==> config.mk <==
export PLATFORM = sky130hd
export DESIGN_NAME = butterfly_pair_serializer_flat
export DESIGN_NICKNAME = d
export VERILOG_FILES = /design/src/rtl/butterfly_pair_serializer_if.sv /design/src/rtl/butterfly_pair_serializer.sv /design/src/flat_wrapper.sv
export SDC_FILE = /design/constraint.sdc
export NUM_CORES = 1
export LEC_CHECK = 0
export ABC_CLOCK_PERIOD_IN_PS = 6350
export CORE_MARGIN = 2
export CORE_UTILIZATION = 49
export CTS_CLUSTER_SIZE = 30
export DETAILED_ROUTE_END_ITERATION = 16
export PLACE_DENSITY_LB_ADDON = 0.05
export RECOVER_POWER = 25
export SETUP_SLACK_MARGIN = 0.05
export SLEW_MARGIN = 20
export SYNTH_ARGS = -nofsm -noshare
export SYNTH_HDL_FRONTEND = slang
export SYNTH_SLANG_ARGS = --single-unit
==> constraint.sdc <==
create_clock -name clk -period 6.35 [get_ports clk]
set_clock_uncertainty 0.1 [all_clocks]
set_input_delay 0.635 -clock clk [delete_from_list [all_inputs] [get_ports clk]]
set_output_delay 0.635 -clock clk [all_outputs]
set_load 0.02 [all_outputs]
==> src/rtl/butterfly_pair_serializer_if.sv <==
// Bus between the butterfly output, the pair serializer and the downstream stage:
// one complex pair in per transfer, one complex sample out per transfer.
interface butterfly_pair_serializer_if #(
    parameter int bit_width = 16
);
    logic signed [bit_width-1:0] Re_i1;
    logic signed [bit_width-1:0] Im_i1;
    logic signed [bit_width-1:0] Re_i2;
    logic signed [bit_width-1:0] Im_i2;
    logic                        in_valid;
    logic                        in_ready;
    logic signed [bit_width-1:0] Re_o;
    logic signed [bit_width-1:0] Im_o;
    logic                        out_valid;
    logic                        out_ready;
    logic                        elem_sel;
    logic                        overflow;

    modport slave (
        input  Re_i1, Im_i1, Re_i2, Im_i2, in_valid, out_ready,
        output in_ready, Re_o, Im_o, out_valid, elem_sel, overflow
    );

    modport master (
        output Re_i1, Im_i1, Re_i2, Im_i2, in_valid, out_ready,
        input  in_ready, Re_o, Im_o, out_valid, elem_sel, overflow
    );
endinterface

==> src/rtl/butterfly_pair_serializer.sv <==
// Buffers complex butterfly result pairs in a small FIFO and streams each pair
// out as two consecutive complex samples under valid/ready backpressure.
module butterfly_pair_serializer #(
    parameter int bit_width  = 16,
    parameter int FIFO_DEPTH = 4,
    parameter int ADDR_W     = 2
) (
    input  logic                        clk,
    input  logic                        rst_n,
    butterfly_pair_serializer_if.slave  bus
);
    localparam int              PAIR_W    = 4 * bit_width;
    localparam logic [ADDR_W:0] DEPTH_CNT = (ADDR_W + 1)'(FIFO_DEPTH);

    typedef enum logic [1:0] {
        IDLE   = 2'd0,
        FIRST  = 2'd1,
        SECOND = 2'd2
    } state_t;

    logic [PAIR_W-1:0]           mem_q [FIFO_DEPTH];
    logic [ADDR_W-1:0]           wrPtr_q, rdPtr_q;
    logic [ADDR_W:0]             count_q, count_d;
    state_t                      state_q, state_d;
    logic signed [bit_width-1:0] reOut_q, reOut_d;
    logic signed [bit_width-1:0] imOut_q, imOut_d;
    logic signed [bit_width-1:0] holdRe_q, holdRe_d;
    logic signed [bit_width-1:0] holdIm_q, holdIm_d;
    logic                        outValid_q, outValid_d;
    logic                        elemSel_q, elemSel_d;
    logic                        overflow_q, overflow_d;

    logic                        full, empty, push, pop, loadHead;
    logic [PAIR_W-1:0]           headPair;
    logic signed [bit_width-1:0] headRe1, headIm1, headRe2, headIm2;

    assign full  = (count_q == DEPTH_CNT);
    assign empty = (count_q == '0);

    // Push is judged on the pre-edge full flag; a same-cycle pop never makes room.
    assign push       = bus.in_valid && !full;
    assign overflow_d = overflow_q || (bus.in_valid && full);

    assign headPair = mem_q[rdPtr_q];
    assign headRe1  = headPair[4*bit_width-1 -: bit_width];
    assign headIm1  = headPair[3*bit_width-1 -: bit_width];
    assign headRe2  = headPair[2*bit_width-1 -: bit_width];
    assign headIm2  = headPair[1*bit_width-1 -: bit_width];

    always_comb begin
        count_d = count_q;
        case ({push, pop})
            2'b10:   count_d = count_q + 1'b1;
            2'b01:   count_d = count_q - 1'b1;
            default: count_d = count_q;
        endcase
    end

    always_comb begin
        state_d    = state_q;
        reOut_d    = reOut_q;
        imOut_d    = imOut_q;
        holdRe_d   = holdRe_q;
        holdIm_d   = holdIm_q;
        outValid_d = outValid_q;
        elemSel_d  = elemSel_q;
        loadHead   = 1'b0;

        case (state_q)
            IDLE: begin
                outValid_d = 1'b0;
                loadHead   = !empty;
            end
            FIRST: begin
                if (bus.out_ready) begin
                    reOut_d   = holdRe_q;
                    imOut_d   = holdIm_q;
                    elemSel_d = 1'b1;
                    state_d   = SECOND;
                end
            end
            SECOND: begin
                if (bus.out_ready) begin
                    if (!empty) begin
                        loadHead = 1'b1;
                    end else begin
                        outValid_d = 1'b0;
                        state_d    = IDLE;
                    end
                end
            end
            default: begin
                outValid_d = 1'b0;
                state_d    = IDLE;
            end
        endcase

        // Element 2 waits in the holding register so the FIFO slot frees immediately.
        if (loadHead) begin
            reOut_d    = headRe1;
            imOut_d    = headIm1;
            holdRe_d   = headRe2;
            holdIm_d   = headIm2;
            elemSel_d  = 1'b0;
            outValid_d = 1'b1;
            state_d    = FIRST;
        end
    end

    assign pop = loadHead;

    always_ff @(posedge clk or negedge rst_n) begin
        if (!rst_n) begin
            wrPtr_q    <= '0;
            rdPtr_q    <= '0;
            count_q    <= '0;
            state_q    <= IDLE;
            reOut_q    <= '0;
            imOut_q    <= '0;
            holdRe_q   <= '0;
            holdIm_q   <= '0;
            outValid_q <= 1'b0;
            elemSel_q  <= 1'b0;
            overflow_q <= 1'b0;
        end else begin
            wrPtr_q    <= wrPtr_q + ADDR_W'(push);
            rdPtr_q    <= rdPtr_q + ADDR_W'(pop);
            count_q    <= count_d;
            state_q    <= state_d;
            reOut_q    <= reOut_d;
            imOut_q    <= imOut_d;
            holdRe_q   <= holdRe_d;
            holdIm_q   <= holdIm_d;
            outValid_q <= outValid_d;
            elemSel_q  <= elemSel_d;
            overflow_q <= overflow_d;
        end
    end

    always_ff @(posedge clk) begin
        if (push) begin
            mem_q[wrPtr_q] <= {bus.Re_i1, bus.Im_i1, bus.Re_i2, bus.Im_i2};
        end
    end

    assign bus.in_ready  = !full;
    assign bus.Re_o      = reOut_q;
    assign bus.Im_o      = imOut_q;
    assign bus.out_valid = outValid_q;
    assign bus.elem_sel  = elemSel_q;
    assign bus.overflow  = overflow_q;
endmodule

==> src/flat_wrapper.sv <==
// flat-port wrapper written by rule: the top's interface ports become plain ports
module butterfly_pair_serializer_flat 
#(
    parameter int bit_width  = 16,
    parameter int FIFO_DEPTH = 4,
    parameter int ADDR_W     = 2
)
  (clk, rst_n, bus_Re_i1, bus_Im_i1, bus_Re_i2, bus_Im_i2, bus_in_valid, bus_out_ready, bus_in_ready, bus_Re_o, bus_Im_o, bus_out_valid, bus_elem_sel, bus_overflow);
  butterfly_pair_serializer_if #(.bit_width(bit_width)) bus_i ();
  input  logic clk;
  input  logic rst_n;
  input wire logic [$bits(bus_i.Re_i1)-1:0] bus_Re_i1;
  input wire logic [$bits(bus_i.Im_i1)-1:0] bus_Im_i1;
  input wire logic [$bits(bus_i.Re_i2)-1:0] bus_Re_i2;
  input wire logic [$bits(bus_i.Im_i2)-1:0] bus_Im_i2;
  input wire logic [$bits(bus_i.in_valid)-1:0] bus_in_valid;
  input wire logic [$bits(bus_i.out_ready)-1:0] bus_out_ready;
  output wire logic [$bits(bus_i.in_ready)-1:0] bus_in_ready;
  output wire logic [$bits(bus_i.Re_o)-1:0] bus_Re_o;
  output wire logic [$bits(bus_i.Im_o)-1:0] bus_Im_o;
  output wire logic [$bits(bus_i.out_valid)-1:0] bus_out_valid;
  output wire logic [$bits(bus_i.elem_sel)-1:0] bus_elem_sel;
  output wire logic [$bits(bus_i.overflow)-1:0] bus_overflow;
  assign bus_i.Re_i1 = bus_Re_i1;
  assign bus_i.Im_i1 = bus_Im_i1;
  assign bus_i.Re_i2 = bus_Re_i2;
  assign bus_i.Im_i2 = bus_Im_i2;
  assign bus_i.in_valid = bus_in_valid;
  assign bus_i.out_ready = bus_out_ready;
  assign bus_in_ready = bus_i.in_ready;
  assign bus_Re_o = bus_i.Re_o;
  assign bus_Im_o = bus_i.Im_o;
  assign bus_out_valid = bus_i.out_valid;
  assign bus_elem_sel = bus_i.elem_sel;
  assign bus_overflow = bus_i.overflow;
  butterfly_pair_serializer #(.bit_width(bit_width), .FIFO_DEPTH(FIFO_DEPTH), .ADDR_W(ADDR_W)) u_core (.clk(clk), .rst_n(rst_n), .bus(bus_i));
endmodule
==> results list <==
- The die covers 27,100 um^2.
- OpenSTA, run right after detailed placement, puts the worst setup slack at 3.22 ns.
* Area inside the core boundary: 25,300 um^2
* Max capacitance violation total: 0
* Largest vdd supply drop: 0.000510 V
* Switching part of the total power: 0.277
- On the final layout, the worst hold slack is 0.392 ns.
- The number of cells on the worst reg-to-reg path is 3.
- The share of total power dissipated in the clock network is 0.266.
- Clock-pin slew of the registers on the worst-case setup and hold paths: 0.06 ns
- Pleak: 0.00529 uW
- Mean Syn Cell Area: 23.0 um^2
- Final core utilization: 0.602
* Post-route antenna net violation count: 0
* Gate count after technology mapping: 549
* Sequential-to-total area share from yosys stat: 0.758
- In this run the number of H-tree levels came out at 2.
- At the worst endpoint, the arrival time is 2.99 ns.
- Yosys printed 0 warnings.
- Summed area of non-filler cells in the final layout: 15,200 um^2
* Summed negative setup slack over all endpoints: 0 ns
- # setup viols final: 0
* Wire length of the first global-routing pass: 35,500 um
- Critical Path Sink: u_core.holdIm_q[9]$_DFFE_PN0N_
- Leading cell type in the layout, fill and taps excluded: sky130_fd_sc_hd__edfxtp_1
- The hold violation total from the final report was 0.
- RR Endpoint: u_core.holdIm_q[9]$_DFFE_PN0N_
* Layout cell share with drive strength beyond 1: 0.326
- Post-detailed-route DRC marker count: 0
* Total GRT Usage: 0.176
- Setup slack closes at 3.64 ns.
- Portion of the clock cycle consumed by the worst path in the final layout: 0.426
- For the finished layout, the period the worst path requires is 2.71 ns.
* Number of global-route vias before repair: 6,292
- Compared with the post-synthesis result, the final layout area differs by 20.1%.
* Antenna violations before repair: 5
- At the end of routability-driven placement, the weighted congestion stood at 0.732.
- Synthesis inferred 332 register bits.
- Clock latency on the worst-skew pair, taken at its later pin, is 0.51 ns.
* First-pass DRT Iterations: 4
- The worst setup path is of the reg -> reg kind.
- Of all flip-flops after synthesis, the portion carrying an async set or reset was 0.229.
- Number of enable-type register cells in the synthesized netlist: 256
- For this configuration, the core starts out at a cell density of 0.501.
- Rel. slew slack: 0.287
- Measured along the y axis, the die boundary spans 165 um.
* Primary FF master, synth: sky130_fd_sc_hd__edfxtp_1
* Nature of the critical path startpoint: flip-flop
- Crit end category: flip-flop
- Dividing the detail-routed wire length by the instance count gives 21.8 um.
- Pin slew with the least headroom to its limit: 1.07 ns
* Worst path cell trace: buf_4 > mux4_2 > mux2_2
* Reg power frac: 0.441
- Drt via density: 5.42
* Buffer levels on the longest clock path: 3
- Worst R2R Setup Slack: 3.64 ns
- Along the worst hold path, the cell count comes to 1.
- TritonCTS built the clock tree.
- The final layout contains 749 nets.
* Pwr Density: 502 nW/um^2
- Fill cells: 1,875
* CP Max Fanout: 38
- Row generation in the floorplan step produced 58 rows.
- Setup repair after global routing left no endpoint under its margin.
- Cell internal power was estimated by the tool at 5520 uW.
- Port-buffer cells: 103
- The run finished with clean final reports.
- Most frequent cells in the layout: sky130_fd_sc_hd__edfxtp_1, sky130_fd_sc_hd__mux2_2, sky130_fd_sc_hd__dfrtp_1, sky130_fd_sc_hd__mux4_2, sky130_fd_sc_hd__clkdlybuf4s50_1
* Net count after synthesis: 621
- The tightest min-delay check is of the reg -> reg type.
* Crit. Startpoint: u_core.rdPtr_q[0]$_DFF_PN0_
- Buffers inserted during clock tree synthesis total 36.
- In this run the cell area measured after placement is 14,000 um^2.
* Total I/O pin count: 104
- Max Clock Freq: 369 MHz
- The largest single stage delay on the critical path is 0.84 ns.
- Cell area after synthesis: 12,700 um^2
- For this run the aggregate overflow at the end of global routing stands at 0.
- The count of final max-slew check failures came to 0.
- Dpl hpwl: 12,300 um
* Count of unique library cells instantiated by Yosys: 30
- Across all layers, the routed design uses 5,622 vias.
- The die is 165 um wide.
- The slowest stage of the critical path belongs to the cell sky130_fd_sc_hd__dfrtp_4.
- Source of the worst register-to-register timing path: u_core.rdPtr_q[0]$_DFF_PN0_
- After the first detailed-routing iteration, the DRC count stood at 418.
* Share of total power in combinational logic: 0.293
- Entering global routing, the biggest net connects 69 pins.
- Summed over all layers, the routed wires come to 22,700 um.
- Data on the critical path is required at its endpoint by 6.63 ns.
- In this run the clock root is driven by a sky130_fd_sc_hd__clkbuf_16.
- Total number of clock tree sinks: 332
* Total net switching power: 2120 uW
[power by group through the flow]
stage | Clock [uW] | Combinational (uW) | Sequential (uW)
global route | 2160 | 2430 | 3440
floorplan | 0 | 1680 | 3360
finish | 2030 | 2240 | 3360
global placement | 0 | 2230 | 3390
detailed placement | 0 | 2290 | 3430
CTS | 2080 | 2290 | 3390
[timing repair]
action                                 4_1_cts  5_1_grt
hold buffers                                 1        0
setup buffers                                0        0
gates resized for setup                      0        0
endpoints found under the hold margin       23        0
[how the worst min path moves through the flow]
stage | endpoint | slack [ns] | start
2_1_floorplan | u_core.bus.Im_o[0]$_DFFE_PN0P_ | 0.24 | rst_n
3_3_place_gp | u_core.bus.overflow$_DFF_PN0_ | 0.36 | u_core.bus.overflow$_DFF_PN0_
3_5_place_dp | u_core.bus.out_valid$_DFFE_PN0P_ | 0.37 | u_core.bus.out_valid$_DFFE_PN0P_
4_1_cts | u_core.bus.overflow$_DFF_PN0_ | 0.39 | u_core.bus.overflow$_DFF_PN0_
5_1_grt | u_core.bus.overflow$_DFF_PN0_ | 0.42 | u_core.bus.overflow$_DFF_PN0_
6_report | u_core.bus.overflow$_DFF_PN0_ | 0.39 | u_core.bus.overflow$_DFF_PN0_
[logic make-up (layout without fill, tap and decap cells)]
family,count (synthesis),count (layout),share of synthesized area
DFF,332,332,0.758
muxes,161,161,0.206
buffers and inverters,29,185,0.0168
and+or+nand+nor,12,12,0.00791
AOI/OAI and AO/OA,6,6,0.00316
xor gates and xnor gates,5,5,0.00346
adders and majority gates,4,4,0.00455
other,0,3,0
[metrics by stage]
stage	total power [uW]	cells
global route	8030	1036
CTS	7760	1034
global placement	5620	967
floorplan	5040	549
detailed placement	5710	967
finish	7630	1038
[critical path, delay by kind of cell (launching register included)]
kind                   cells  cell delay, ns
multiplexers               2            0.89
flip-flops                 1            0.84
buffers and inverters      1            0.74
[metal layers]
layer  wire, um  share of wire  GRT usage
met5         27         0.0012          0
met4        445          0.020     0.0494
met3        905          0.040     0.0367
met2      11300           0.50      0.292
met1      10000           0.44      0.239
[cell usage after synthesis, types with 2 or more instances]
cell / count / area, um^2
sky130_fd_sc_hd__buf_2: 5 / 25.0
sky130_fd_sc_hd__mux4_2: 64 / 1440
sky130_fd_sc_hd__dfrtp_1: 76 / 1900
sky130_fd_sc_hd__o21ai_0: 2 / 10.0
sky130_fd_sc_hd__mux2_2: 76 / 856
sky130_fd_sc_hd__nor3_1: 2 / 10.0
sky130_fd_sc_hd__inv_1: 5 / 18.8
sky130_fd_sc_hd__buf_1: 2 / 7.51
sky130_fd_sc_hd__clkbuf_1: 4 / 15.0
sky130_fd_sc_hd__xor2_1: 4 / 35.0
sky130_fd_sc_hd__buf_6: 13 / 146
sky130_fd_sc_hd__edfxtp_1: 256 / 7690
sky130_fd_sc_hd__ha_1: 3 / 37.5
sky130_fd_sc_hd__mux2_4: 20 / 300
sky130_fd_sc_hd__nor3b_1: 2 / 15.0
[cell type report]
| class | count | area (um^2) | share of cell area |
|---|---|---|---|
| Antenna cell | 3 | 7.51 | 0.000494 |
| Clock buffer | 54 | 1020 | 0.0671 |
| Clock inverter | 12 | 145 | 0.00955 |
| Inverter | 5 | 18.8 | 0.00124 |
| Multi-Input combinational cell | 188 | 2870 | 0.189 |
| Sequential cell | 332 | 9600 | 0.632 |
| Tap cell | 330 | 413 | 0.0272 |
| Timing Repair Buffer | 114 | 1130 | 0.0741 |
[registers in the layout, indices dropped and copies added, names as in the netlist]
name                  count
u_core.holdRe_q          16
u_core.bus.Re_o          16
u_core.holdIm_q          16
u_core.wrPtr_q            2
u_core.bus.out_valid      1
u_core.state_q            2
u_core.mem_q            256
u_core.bus.elem_sel       1
u_core.bus.Im_o          16
u_core.bus.overflow       1
u_core.count_q            3
u_core.rdPtr_q            2
No activity file was read; power rests on OpenSTA's default activity.
==> RTL edit 1 (same settings) <==
`bit_width` is set to 16 in 3 places; all go to 12.
--- a/src/rtl/butterfly_pair_serializer_if.sv
+++ b/src/rtl/butterfly_pair_serializer_if.sv
@@ -3,3 +3,3 @@
 interface butterfly_pair_serializer_if #(
-    parameter int bit_width = 16
+    parameter int bit_width = 12
 );
--- a/src/rtl/butterfly_pair_serializer.sv
+++ b/src/rtl/butterfly_pair_serializer.sv
@@ -3,3 +3,3 @@
 module butterfly_pair_serializer #(
-    parameter int bit_width  = 16,
+    parameter int bit_width  = 12,
     parameter int FIFO_DEPTH = 4,
--- a/src/flat_wrapper.sv
+++ b/src/flat_wrapper.sv
@@ -3,3 +3,3 @@
 #(
-    parameter int bit_width  = 16,
+    parameter int bit_width  = 12,
     parameter int FIFO_DEPTH = 4,
Interface: changed (6 resized); port bits go from 104 to 80. The function was not compared with the original's and may differ.
==> RTL edit 1 against the unedited design <==
  * Worst setup slack worse by 0.020 ns
  * Sequential cell count down 80
  * Sequential power down 25%
  * Register-to-register slack better by 0.20 ns
  * Power down 23%
  * Synthesized area down 25%
  * Routed wire length down 20%
  * Hold slack worse by 0.19 ns
  * Design area down 24%
  * Critical path depth down 1
==> RTL edit 1: results (changes against the unedited design) <==
Drt
  • Via density: 5.52 (+2.0%)
  • Routed wire per std cell: 22.4 um (+2.6%)
  • Metal3 WL: 966 um (+6.7%)
  • Met2 Wirelength: 9.09 mm (-19%)

Placed design
  • DP Wirelength: 10.3 mm (-16%)
  • Worst slack, placed: 3.24 ns (+0.0218 ns)
  • Cell Area, Placed: 10600 um^2 (-24%)

Setup path
  • Crit-path slowest cell: clkdlybuf4s50_1
  • Register-to-Register Path Depth: 5 (+2)
  • Crit-path max cell delay: 0.56 ns (-0.28 ns)
  • Worst setup path end: bus_in_ready
  • Worst-path fanout max: 4 (-89%)
  • Setup slack, reg-to-reg: 3.84 ns (+0.20 ns)
  • CP arrival: 1.99 ns (-1.00 ns)

Pwr
  • Seq pwr share: 43.0% (-1.1 points)
  • Leakage: 4.08 nW (-23%)
  • P_sw: 0.00167 W (-21%)
  • Peak VDD IR: 0.000308 V (-40%)
  • Combinational share of power: 30.3% (+1.0 points)

Worst hold path
  • Hold Crit Class: input pin to asynchronous set/reset pin

Cells and area
  • Max reg flops: 192 (-25%)
  • Layout cells sized above 1: 24.2% (-8.4 points)

Outcome
  • Outcome: completed

GRT
  • GRT Total Usage: 18.4% (+0.78 points)
  • Antenna violations before repair: 0 (-5)

Logic synthesis
  • EDFF count, synth: 192 (-25%)
  • Post-synthesis cell type count: 33 (+10%)
  • Post-Syn Instances: 428 (-22%)
  • Syn Nets: 484 (-22%)
  • Most frequent cells after synthesis: edfxtp_1, dfrtp_1, mux4_2
  • Post-synthesis compound-gate area fraction: 3.05% (+2.7 points)
-- RTL edit 1: final cells by class --
| class | count | area, um^2 |
|---|---|---|
| fill | 1391 | 7380 |
| clock inverter | 10 | 121 |
| inverter | 5 | 18.8 |
| tap | 260 | 325 |
| multi-input combinational | 150 | 2100 |
| clock buffer | 38 | 777 |
| sequential | 252 | 7270 |
| timing repair buffer | 91 | 896 |
-- RTL edit 1: metal layers --
layer | GRT usage, % | vias up
met1 | 25.8 | 2357
li1 | - | 1957
met3 | 3.13 | 27
met5 | 0 | -
met4 | 3.92 | 0
met2 | 30.8 | 112
-- RTL edit 1: how the worst min path moves through the flow --
stage / to / slack (ns)
final: u_core.bus.Re_o[2] / 0.21
after global routing: u_core.bus.Re_o[2] / 0.29
after CTS: u_core.bus.Re_o[2] / 0.26
after detailed placement: u_core.holdRe_q[10] / 0.39
after global placement: u_core.holdRe_q[0] / 0.39
after floorplan: u_core.bus.Im_o[0] / 0.24
==> RTL edit 2 (config.mk and constraints unchanged) <==
Made on the original files. Encoding of `state_t`: now one-hot (3 bits for 3 states).
--- a/src/rtl/butterfly_pair_serializer.sv
+++ b/src/rtl/butterfly_pair_serializer.sv
@@ -14,6 +14,6 @@
 
-    typedef enum logic [1:0] {
-        IDLE   = 2'd0,
-        FIRST  = 2'd1,
-        SECOND = 2'd2
+    typedef enum logic [2:0] {
+        IDLE   = 3'b001,
+        FIRST  = 3'b010,
+        SECOND = 3'b100
     } state_t;
Function: no difference found for any inputs over 4 cycles, from zero or initial values and one cycle with rst_n low; so few cycles prove little.
==> RTL edit 2 against the unedited design <==
  * The flow now finishes with violations (capacitance limit, slew limit)
  * Synthesized area up 0.83%
  * Power down 0.80%
  * Routed wire length up 3.0%
  * Non-clock buffer count down 4
  * Design area up 0.48%
  * Worst setup slack worse by 0.58 ns
  * Sequential cell count up 1
  * Hold slack worse by 0.0051 ns
  * Largest cell class unchanged
==> RTL edit 2: results (changes against the unedited design) <==
Setup path
  • Worst setup path end: u_core.count_q[2]
  • CP top delay family: buffers and inverters
  • R2r startpoint: u_core.state_q[0]
  • Crit-path max cell delay: 0.79 ns (-0.05 ns)
  • Setup slack, reg-to-reg: 3.20 ns (-0.44 ns)
  • CP arrival: 3.62 ns (+0.63 ns)
  • Crit-path slowest cell: buf_4
  • Register-to-Register Path Depth: 9 (+6)
  • CP Launch Point: bus_out_ready
  • Worst-path fanout max: 68 (+79%)

Logic synthesis
  • Syn Nets: 636 (+2.4%)
  • Largest cells by area after synthesis: edfxtp_1, dfrtp_1, mux4_2
  • Post-synthesis cell type count: 41 (+37%)
  • Most frequent cells after synthesis: edfxtp_1, dfrtp_1, mux4_2
  • Async S/R FF share, synth: 23.1% (+0.23 points)
  • Seq/Total Area, Yosys: 75.4% (-0.42 points)

Placed design
  • Placed insts: 982 (+1.6%)
  • Worst slack, placed: 2.49 ns (-0.729 ns)
  • Cell Area, Placed: 14100 um^2 (+0.83%)
  • GPL Wtd Cong: 0.723 (-1.2%)
  • DP Wirelength: 12.3 mm (-0.35%)

Cells and area
  • Buffers outside the clock class: 110 (-3.5%)
  • Layout cells sized above 1: 29.9% (-2.8 points)
  • Seq/total area: 63.0% (-0.13 points)
  • Area Overhead vs Synth: 19.7%

GRT
  • GRT Total Usage: 18.0% (+0.39 points)
  • Vias in the first global route: 6389 (+1.5%)
  • Antenna violations before repair: 4 (-1)

Drt
  • Routed wire per std cell: 22.3 um (+1.9%)
  • Routed WL: 23.4 mm (+3.0%)
  • Via density: 5.50 (+1.5%)

Pwr
  • Leakage: 5.29 nW (-0.12%)
  • Combinational share of power: 29.0% (-0.3 points)
  • Peak VDD IR: 0.000562 V (+10%)
  • Pint: 0.00544 W (-1.4%)
  • Seq pwr share: 44.8% (+0.7 points)

Timing
  • Final Max Slew Viols: 40 (+40)
  • Fmax achieved: 304 MHz (-18%)
  • Max-Slew Margin vs Limit: -61.6% (-90 points)
  • WHS: 0.387 ns (-0.00510 ns)

Clock network
  • TritonCTS sink count: 333 (+0.30%)

Floorplanning
  • Core Region: 25800 um^2 (+2.3%)

Worst hold path
  • Hold Path End: u_core.holdRe_q[13]

Outcome
  • Failing checks: capacitance limit, slew limit
  • Outcome: finished, violations left

Job
  • Max-cap violation count: 1 (+1)
-- RTL edit 2: changes by cell type after synthesis, moves of 2 or more --
cell	change
buf_1	-2
buf_2	+4
buf_4	+3
buf_6	-7
clkbuf_1	+2
mux2_1	+17
mux2_2	-26
mux2_4	+9
nor2_1	+6
-- RTL edit 2: layer usage --
metal / routed length (um) / share of wire, % / global-route usage (%) / up-vias
met5: 31 / 0.13 / 0 / -
met4: 431 / 1.8 / 5.05 / 6
met3: 1060 / 4.6 / 4.25 / 45
met2: 11600 / 50 / 30.0 / 118
met1: 10200 / 44 / 23.9 / 3053
li1: - / - / - / 2544
-- RTL edit 2: cells by family (layout without fill, tap and decap cells) --
logic type,count (synthesis),count (layout),share of synthesized area (%)
AOI/OAI and AO/OA,7,7,0.441
xor gates and xnor gates,5,5,0.343
adders and majority gates,4,4,0.451
buffers and inverters,30,179,1.51
DFF,333,333,75.4
muxes,161,161,20.7
other,0,1,0
and+or+nand+nor,24,24,1.17
